--- config.mk ---
export PLATFORM = sky130hd
export DESIGN_NAME = rca_pipe
export DESIGN_NICKNAME = d
export VERILOG_FILES = /design/src/rtl/rca_pipe.sv
export SDC_FILE = /design/constraint.sdc
export NUM_CORES = 1
export LEC_CHECK = 0
export CORE_ASPECT_RATIO = 0.5
export CORE_MARGIN = 8
export CORE_UTILIZATION = 45
export CTS_CLUSTER_SIZE = 25
export DETAILED_ROUTE_END_ITERATION = 10
export PLACE_DENSITY_LB_ADDON = 0.3
export SYNTH_ARGS = -nofsm -noshare
export SYNTH_HDL_FRONTEND = slang
export SYNTH_SLANG_ARGS = --single-unit
export TNS_END_PERCENT = 10
--- constraint.sdc ---
create_clock -name clk -period 4.8 [get_ports clk]
set_input_delay 1.44 -clock clk [delete_from_list [all_inputs] [get_ports clk]]
set_output_delay 1.44 -clock clk [all_outputs]
set_load 0.02 [all_outputs]
--- src/rtl/rca_pipe.sv ---
// Pipelined ripple-carry adder/subtractor: WIDTH bits split into STAGES chunks,
// one chunk per stage, with a registered carry between stages and a global stall.
module rca_pipe #(
    parameter int WIDTH  = 16,
    parameter int STAGES = 4
) (
    input  logic             clk,
    input  logic             rst,
    input  logic             in_valid,
    output logic             in_ready,
    input  logic [WIDTH-1:0] a,
    input  logic [WIDTH-1:0] b,
    input  logic             c_in,
    input  logic             sub,
    output logic             out_valid,
    input  logic             out_ready,
    output logic [WIDTH-1:0] sum,
    output logic             c_out,
    output logic             ovf
);

    localparam int CHUNK = WIDTH / STAGES;
    localparam int LAST  = STAGES - 1;
    localparam int NSKEW = (STAGES > 1) ? STAGES - 1 : 1;

    // Handshake: a beat moves on a rising edge when valid && ready on that side.
    // The whole pipe advances together; in_ready mirrors the advance condition.

    logic [STAGES-1:0] v_q;
    logic [STAGES-1:0] c_q;
    logic [WIDTH-1:0]  s_q [STAGES];
    logic [WIDTH-1:0]  a_q [NSKEW];
    logic [WIDTH-1:0]  b_q [NSKEW];
    logic              ovf_q;

    logic              adv;
    logic [WIDTH-1:0]  a_src [STAGES];
    logic [WIDTH-1:0]  b_src [STAGES];
    logic [WIDTH-1:0]  s_src [STAGES];
    logic [WIDTH-1:0]  s_d   [STAGES];
    logic [CHUNK:0]    t_d   [STAGES];
    logic [STAGES-1:0] c_src;
    logic [STAGES-1:0] v_src;
    logic [STAGES-1:0] c_d;
    logic              msb_cin;

    assign adv       = !v_q[LAST] || out_ready;
    assign in_ready  = adv;
    assign out_valid = v_q[LAST];
    assign sum       = s_q[LAST];
    assign c_out     = c_q[LAST];
    assign ovf       = ovf_q;

    always_comb begin
        c_src    = '0;
        v_src    = '0;
        c_d      = '0;
        a_src[0] = a;
        b_src[0] = sub ? ~b : b;
        s_src[0] = '0;
        c_src[0] = sub | c_in;
        v_src[0] = in_valid;
        // Stage k sees operands skewed through k registers and the partial sum so far
        for (int k = 1; k < STAGES; k++) begin
            a_src[k] = a_q[k-1];
            b_src[k] = b_q[k-1];
            s_src[k] = s_q[k-1];
            c_src[k] = c_q[k-1];
            v_src[k] = v_q[k-1];
        end
        for (int k = 0; k < STAGES; k++) begin
            t_d[k] = {1'b0, a_src[k][k*CHUNK +: CHUNK]}
                   + {1'b0, b_src[k][k*CHUNK +: CHUNK]}
                   + {{CHUNK{1'b0}}, c_src[k]};
            s_d[k] = s_src[k];
            s_d[k][k*CHUNK +: CHUNK] = t_d[k][CHUNK-1:0];
            c_d[k] = t_d[k][CHUNK];
        end
        // Carry into the MSB recovered from the MSB's own sum bit
        msb_cin = a_src[LAST][WIDTH-1] ^ b_src[LAST][WIDTH-1] ^ s_d[LAST][WIDTH-1];
    end

    always_ff @(posedge clk or posedge rst) begin
        if (rst) begin
            v_q   <= '0;
            c_q   <= '0;
            ovf_q <= 1'b0;
            for (int k = 0; k < STAGES; k++) begin
                s_q[k] <= '0;
            end
            for (int k = 0; k < NSKEW; k++) begin
                a_q[k] <= '0;
                b_q[k] <= '0;
            end
        end else if (adv) begin
            v_q   <= v_src;
            c_q   <= c_d;
            ovf_q <= msb_cin ^ c_d[LAST];
            for (int k = 0; k < STAGES; k++) begin
                s_q[k] <= s_d[k];
            end
            for (int k = 0; k < STAGES - 1; k++) begin
                a_q[k] <= a_src[k];
                b_q[k] <= b_src[k];
            end
        end
    end

endmodule
# == Yosys cells after proc, flatten, opt, wreduce, memory -nomap -nowiden ==
# Index checks and enable logic that the tools add are counted.
# classes
n_addsub,8
mux,1
bitwise_logic,5
reduce_logical,2
# op_table
cell,count
$add 4x4->5,4
$add 5x1->5,4
$mux 16,1
$not 16->16,1
$xor 1x1->1,3
$logic_not 1->1,1
$logic_or 1x1->1,1
$or 1x1->1,1
# totals
regBits,145
input_bits,38
out_inout_bits,20
elab_cells,29

# == Logic depth before layout (Yosys ltp) ==
# Gate-level depths: netlist (run 1).
# logic_depth
word_depth,4
ltp_mapped,8
ltp_nobuf,6

# == Least setup slack after synthesis (run 1) ==
# Ideal clock, no wire load.
# synth_timing
path_type,input to output
start,in out_ready
end,out in_ready
t_arrival_ps,1888
required_ps,3360
setup_slack_ps,1472
cell_stages,4
path_buffers,2
cell_sequence,nor2b_2 -> buf_6 -> inv_2 -> buf_2
# synth_via
elab_chain_cells,1
# synth_lines
element,line,source
"start, declared",16,"input logic out_ready,"
$logic_or 1x1->1,47,assign adv = !v_q[LAST] || out_ready;
"end, declared",10,"output logic in_ready,"
# Every way passes these cells.

# == Worst setup path after layout (run 1) ==
# Ends and elaborated chain as after synthesis.

==> run metrics, run 1 <==
fin area around 0.0052 sq mm; register area roughly 0.0024 sq mm; # nets final ~560; max-slew violations 0; register area share after synthesis 56.7%; worst hold slack about 0.46 ns; CP Launch Type input pin; Tmin final roughly 4 ns; area of the multi-input gates ~0.0017 sq mm; ant diodes 0; leak pwr 2.58 nW; final setup TNS 0 ns; Final Cycle Share between 80% and 90%; crit path buf inv count 3; vias in the first global route 3150; Syn Inst Count ~450; share of layout cells above drive strength 1 under 10%; # rows 25; crit-path max cell delay about 0.6 ns; DRT Pass-1 Iters 4; pre-CTS setup slack 0.709 ns; Ports just under 60; slew margin rel. 33.3%; class of the most critical setup path input pin to output pin; hold crit path type register to register; largest net degree at the start of global routing about 110; #FFs+latches synth 97; final core utilization about 56%; DR WL/cell approximately 13 um; DP Wirelength between 5 and 6 mm; die area approximately 0.013 sq mm; DRC viols 0; Max Cap Violations 0; later-pin clock latency in the skew report around 0.34 ns; number of buffers added on ports 57; global-route wire length before repair 14.3 mm; Post-Syn Nets a little over 500; chip height approximately 85 um; Placed Cells 611; grt total ovfl 0; pwr dens between 600 and 700 mW/mm^2; initial antenna violation count 0; Worst Max-Slew Pin Slew 1.00 ns; worst setup margin 0.718 ns; CP Max Fanout 2; total track usage 13.4%; Gates resized, CTS repair 0; core area ~0.0094 sq mm; clock buffer depth 2; # hold bufs at CTS 0; highest clock rate between 200 and 250 MHz; fillcell total about 860; Antenna Nets Post-Route 0; crit-path cells clkdlybuf4s50_1 > nor2b_4 > inv_2 > clkdlybuf4s50_1; CTS Buf Count 9; average size of a mapped cell roughly 9.5 sq um; CTS root buf clkbuf_16; library cells used by synthesis 22; Sink Count 97; DP Area approximately 0.005 sq mm; family with the most delay on the worst path buffers and inverters; final wirelength approximately 7.8 mm; drt initial violations between 150 and 200; CTS tree yes; Finished Layout Cells between 600 and 700; CP endpoint kind output pin; postcts setup bufs 0; level count of the clock H-tree 3; most used cell, CP clkdlybuf4s50_1; unrepaired setup endpoints after global routing false; Setup-failing EPs final 0; Max VDD drop approximately 0.00021 V; Vias between 2000 and 3000; synthesized area 0.00428 sq mm; Area Overhead vs Synth 21.6%; skew final ~0.0037 ns; Synthesis Warnings 0; Fin. Hold Viols 0; chip width about 150 um; Total Power roughly 3.3 mW; CP max stage cell clkdlybuf4s50_1; RePlAce Congestion around 0.73; Initial Utilization 45.8%; Data required, critical path around 3.4 ns; status finished clean; vias per cell 4.72; CP arrival approximately 2.6 ns; Clk pin slew, worst setup/hold paths ~0.070 ns
cell type report:
class | instances | area share, %
repair buffers | 62 | 11.7
flip-flops and latches | 97 | 46.6
multi-input cells | 325 | 32.1
clock buffers | 9 | 4.33
inverters | 6 | 0.481
clock inverters | 7 | 1.83
well taps | 121 | 2.91
report_power, final:
| group | switching [mW] | total (mW) | leakage (nW) | internal, mW |
|---|---|---|---|---|
| clock | 0.303 | 0.759 | 0.155 | 0.456 |
| sequential | 0.204 | 1.39 | 1.17 | 1.18 |
| combinational | 0.659 | 1.19 | 1.25 | 0.531 |
| total | 1.17 | 3.34 | 2.58 | 2.17 |
cells by family (layout without fill, tap and decap cells):
family	Yosys count	count (layout)	share of synthesized area, %
buffers and inverters	29	84	4.33
and+or+nand+nor	237	237	21.1
xor gates and xnor gates	24	24	4.91
DFF	97	97	56.7
adders and majority gates	20	20	7.25
AOI/OAI and AO/OA	44	44	5.73
worst paths after layout:
check	start	to	slack, ns	depth (start not counted)
max in group asynchronous	rst	a_q[37]	2.43	3
min in group asynchronous	rst	sum[2]	1.58	2
min	v_q[2]	v_q[3]	0.46	1
max reg2reg	c_q[2]	ovf	2.79	6
max	out_ready	in_ready	0.72	4
min reg2reg	v_q[2]	v_q[3]	0.46	1
routing by layer:
metal | global-route usage [%] | part of all wire (%) | vias to the layer above
li1 | - | - | 1498
met2 | 23.7 | 50 | 38
met3 | 4.36 | 3.1 | 8
met5 | 0 | 0 | -
met4 | 4.24 | 1.4 | 0
met1 | 15.4 | 46 | 1414
worst reg2reg max path, stage by stage (launching register included):
cell     delay (ns)
dfrtp_1        0.40
fa_1           0.46
fa_1           0.42
a21o_1         0.21
a21oi_2        0.16
xnor2_1        0.14
o21ai_1        0.07
Yosys cell counts, drive strengths merged:
master  count  share of area, %
nor2        7              0.61
inv         6              0.53
o21ai      24               2.8
clkbuf      3              0.26
nand2     226                20
xnor2      16               3.3
nor2b       2              0.35
buf        20               3.5
xor2        8               1.6
nand2b      1              0.15
a21o        7               1.2
a21oi      13               1.7
dfrtp      97                57
ha         12               3.5
fa          8               3.7
or2         1              0.15
state kept, by name, indices dropped and copies added (netlist names):
signal,count
c_q,4
s_d,24
sum,16
ovf,1
a_q,24
v_q,4
b_q,24
cells in the final DEF (no fill, tap or decap), drive strengths merged, types with 4 or more instances in the layout:
cell type and count:
clkbuf 9, nand2 226, xnor2 16, a21o 7
clkdlybuf4s50 57, nor2 7, a21oi 13, clkinv 4
inv 6, xor2 8, dfrtp 97, buf 5
fa 8, ha 12, o21ai 24
No activity file was read; power rests on OpenSTA's default activity.
==> inputs of run 2 (changes only) <==
Settings changed: CTS_CLUSTER_SIZE 25 to 30.
==> results of run 2 <==
No change in the layout: final DEF, timing and power equal those of run 1.
==> inputs of run 3 (changes only) <==
--- a/constraint.sdc
+++ b/constraint.sdc
@@ -3,2 +3,2 @@
 set_output_delay 1.44 -clock clk [all_outputs]
-set_load 0.02 [all_outputs]
+set_load 0.005 [all_outputs]
==> run 3 against run 2 <==
Net effect: flip-flop and latch count stayed put; combinational power is 8% lower; via count is 0.68% lower; total power is 6.3% lower; count of clock-buffer cells in the layout is 3 higher; critical endpoint unchanged; largest cell class unchanged; largest power group unchanged.
==> run metrics, run 3 (same netlist as run 1, synthesis figures left out) <==
status finished clean (unchanged); Total Power 3.12 mW (was 3.34 mW); vias in the first global route 3179 (was 3150); highest clock rate 251 MHz (was 245 MHz); CTS tree yes (unchanged); Antenna Nets Post-Route 0 (unchanged); # nets final 558 (was 559); Sink Count 97 (unchanged); # rows 25 (unchanged); core area 0.00935 sq mm (unchanged); Final Cycle Share 83.0% (was 85.0%); Data required, critical path 3.36 ns (about the same); slew margin rel. 33.0% (was 33.3%); final core utilization 55.0% (was 55.7%); commonest non-fill, non-tap cell in the layout nand2_1 (unchanged); # hold bufs at CTS 0 (unchanged); initial antenna violation count 0 (unchanged); Fin. Hold Viols 0 (unchanged); Setup-failing EPs final 0 (unchanged); DR WL/cell 12.4 um (was 12.5 um); final setup TNS 0 ns (unchanged); leak pwr 2.55 nW (was 2.58 nW); commonest cells after routing, fill and taps aside nand2_1, dfrtp_1, clkdlybuf4s50_1, o21ai_0, xnor2_1 (unchanged); chip height 85.0 um (unchanged); hold crit path type register to register (unchanged); global-route wire length before repair 14.1 mm (was 14.3 mm); vias per cell 4.70 (was 4.72); register area 0.00243 sq mm (unchanged); Vias 2938 (was 2958); CP Launch Type input pin (unchanged); level count of the clock H-tree 3 (unchanged); die area 0.0131 sq mm (unchanged); DP Wirelength 5.20 mm (was 5.25 mm); total track usage 13.3% (was 13.4%); pwr dens 608 mW/mm^2 (was 641 mW/mm^2); grt total ovfl 0 (unchanged); unrepaired setup endpoints after global routing false (unchanged); Gates resized, CTS repair 0 (unchanged); RePlAce Congestion 0.703 (was 0.732); share of layout cells above drive strength 1 4.56% (was 5.34%); postcts setup bufs 0 (unchanged); crit-path cells clkdlybuf4s50_1 > nor2b_4 > inv_2 > clkdlybuf4s50_1 (unchanged); final wirelength 7.77 mm (was 7.84 mm); Tmin final 3.98 ns (was 4.08 ns); CP endpoint kind output pin (unchanged); later-pin clock latency in the skew report 0.34 ns (about the same); Worst Max-Slew Pin Slew 1.00 ns (about the same); Clk pin slew, worst setup/hold paths 0.06 ns (was 0.07 ns); Ports 58 (unchanged); family with the most delay on the worst path buffers and inverters (unchanged); Max VDD drop 0.000246 V (was 0.000215 V); number of buffers added on ports 57 (unchanged); ant diodes 0 (unchanged); CTS root buf clkbuf_16 (unchanged); Max Cap Violations 0 (unchanged); DRC viols 0 (unchanged); skew final 0.00583 ns (was 0.00368 ns); largest net degree at the start of global routing 109 (unchanged); area of the multi-input gates 0.00167 sq mm (unchanged); class of the most critical setup path input pin to output pin (unchanged); CP arrival 2.54 ns (was 2.64 ns); max-slew violations 0 (unchanged); worst hold slack 0.453 ns (was 0.460 ns); chip width 154 um (unchanged); Area Overhead vs Synth 20.1% (was 21.6%); drt initial violations 127 (was 154); CP Max Fanout 2 (unchanged); crit-path max cell delay 0.51 ns (was 0.60 ns); DRT Pass-1 Iters 4 (unchanged); most used cell, CP clkdlybuf4s50_1 (unchanged); clock buffer depth 2 (unchanged); fillcell total 863 (unchanged); CP max stage cell clkdlybuf4s50_1 (unchanged); crit path buf inv count 3 (unchanged); Initial Utilization 45.8% (unchanged); CTS Buf Count 9 (unchanged)
-- run 3: cell types whose count changed in the layout (fill, tap and decap cells not counted) --
cell       previous run  this run
buf_4                 5         4
bufinv_16             2         0
clkbuf_1              0         2
clkbuf_8              0         1
clkinv_4              2         0
-- run 3: worst paths after layout --
check	endpoint	start	cells past startpoint	slack (ns)
worst max-delay path	in_ready	out_ready	4	0.82
min in group asynchronous	sum[4]	rst	2	1.69
worst max register to register	ovf	c_q[2]	6	2.77
max in group asynchronous	s_d[23]	rst	3	2.28
worst min-delay path	v_q[3]	v_q[2]	1	0.45
worst min register to register	v_q[3]	v_q[2]	1	0.45
-- run 3: per-stage QoR --
stage	instance area, sq um	instances	setup WS [ns]
6_report	5140	625	0.818
3_3_place_gp	4880	610	0.832
2_1_floorplan	4280	451	0.826
4_1_cts	5140	625	0.812
5_1_grt	5140	625	0.787
3_5_place_dp	4880	610	0.813
-- run 3: power by group --
part	internal, mW	total [mW]	leakage [nW]	switching (mW)
sequential	1.18	1.38	1.17	0.202
combinational	0.526	1.09	1.24	0.567
clock	0.361	0.646	0.128	0.285
-- run 3: layout make-up --
| class | instances | area share (%) |
|---|---|---|
| Multi-Input combinational cell | 325 | 32.5 |
| Inverter | 6 | 0.487 |
| Timing Repair Buffer | 61 | 11.7 |
| Tap cell | 121 | 2.94 |
| Clock buffer | 12 | 4.79 |
| Clock inverter | 3 | 0.341 |
| Sequential cell | 97 | 47.2 |
-- run 3: layer usage --
| metal | share of wire [%] | track usage [%] | up-vias | wire, um |
|---|---|---|---|---|
| met1 | 45 | 14.8 | 1402 | 3520 |
| met5 | 0 | 0 | - | 0 |
| met2 | 50 | 23.7 | 33 | 3880 |
| met3 | 2.9 | 3.90 | 10 | 228 |
| li1 | - | - | 1493 | - |
| met4 | 1.8 | 5.65 | 0 | 139 |
-- run 3: worst reg2reg max path: stages (launching register included) --
cell and delay [ns]:
dfrtp_1 0.41, fa_1 0.46, fa_1 0.41, a21o_1 0.21, a21oi_2 0.18, xnor2_1 0.14, o21ai_1 0.07
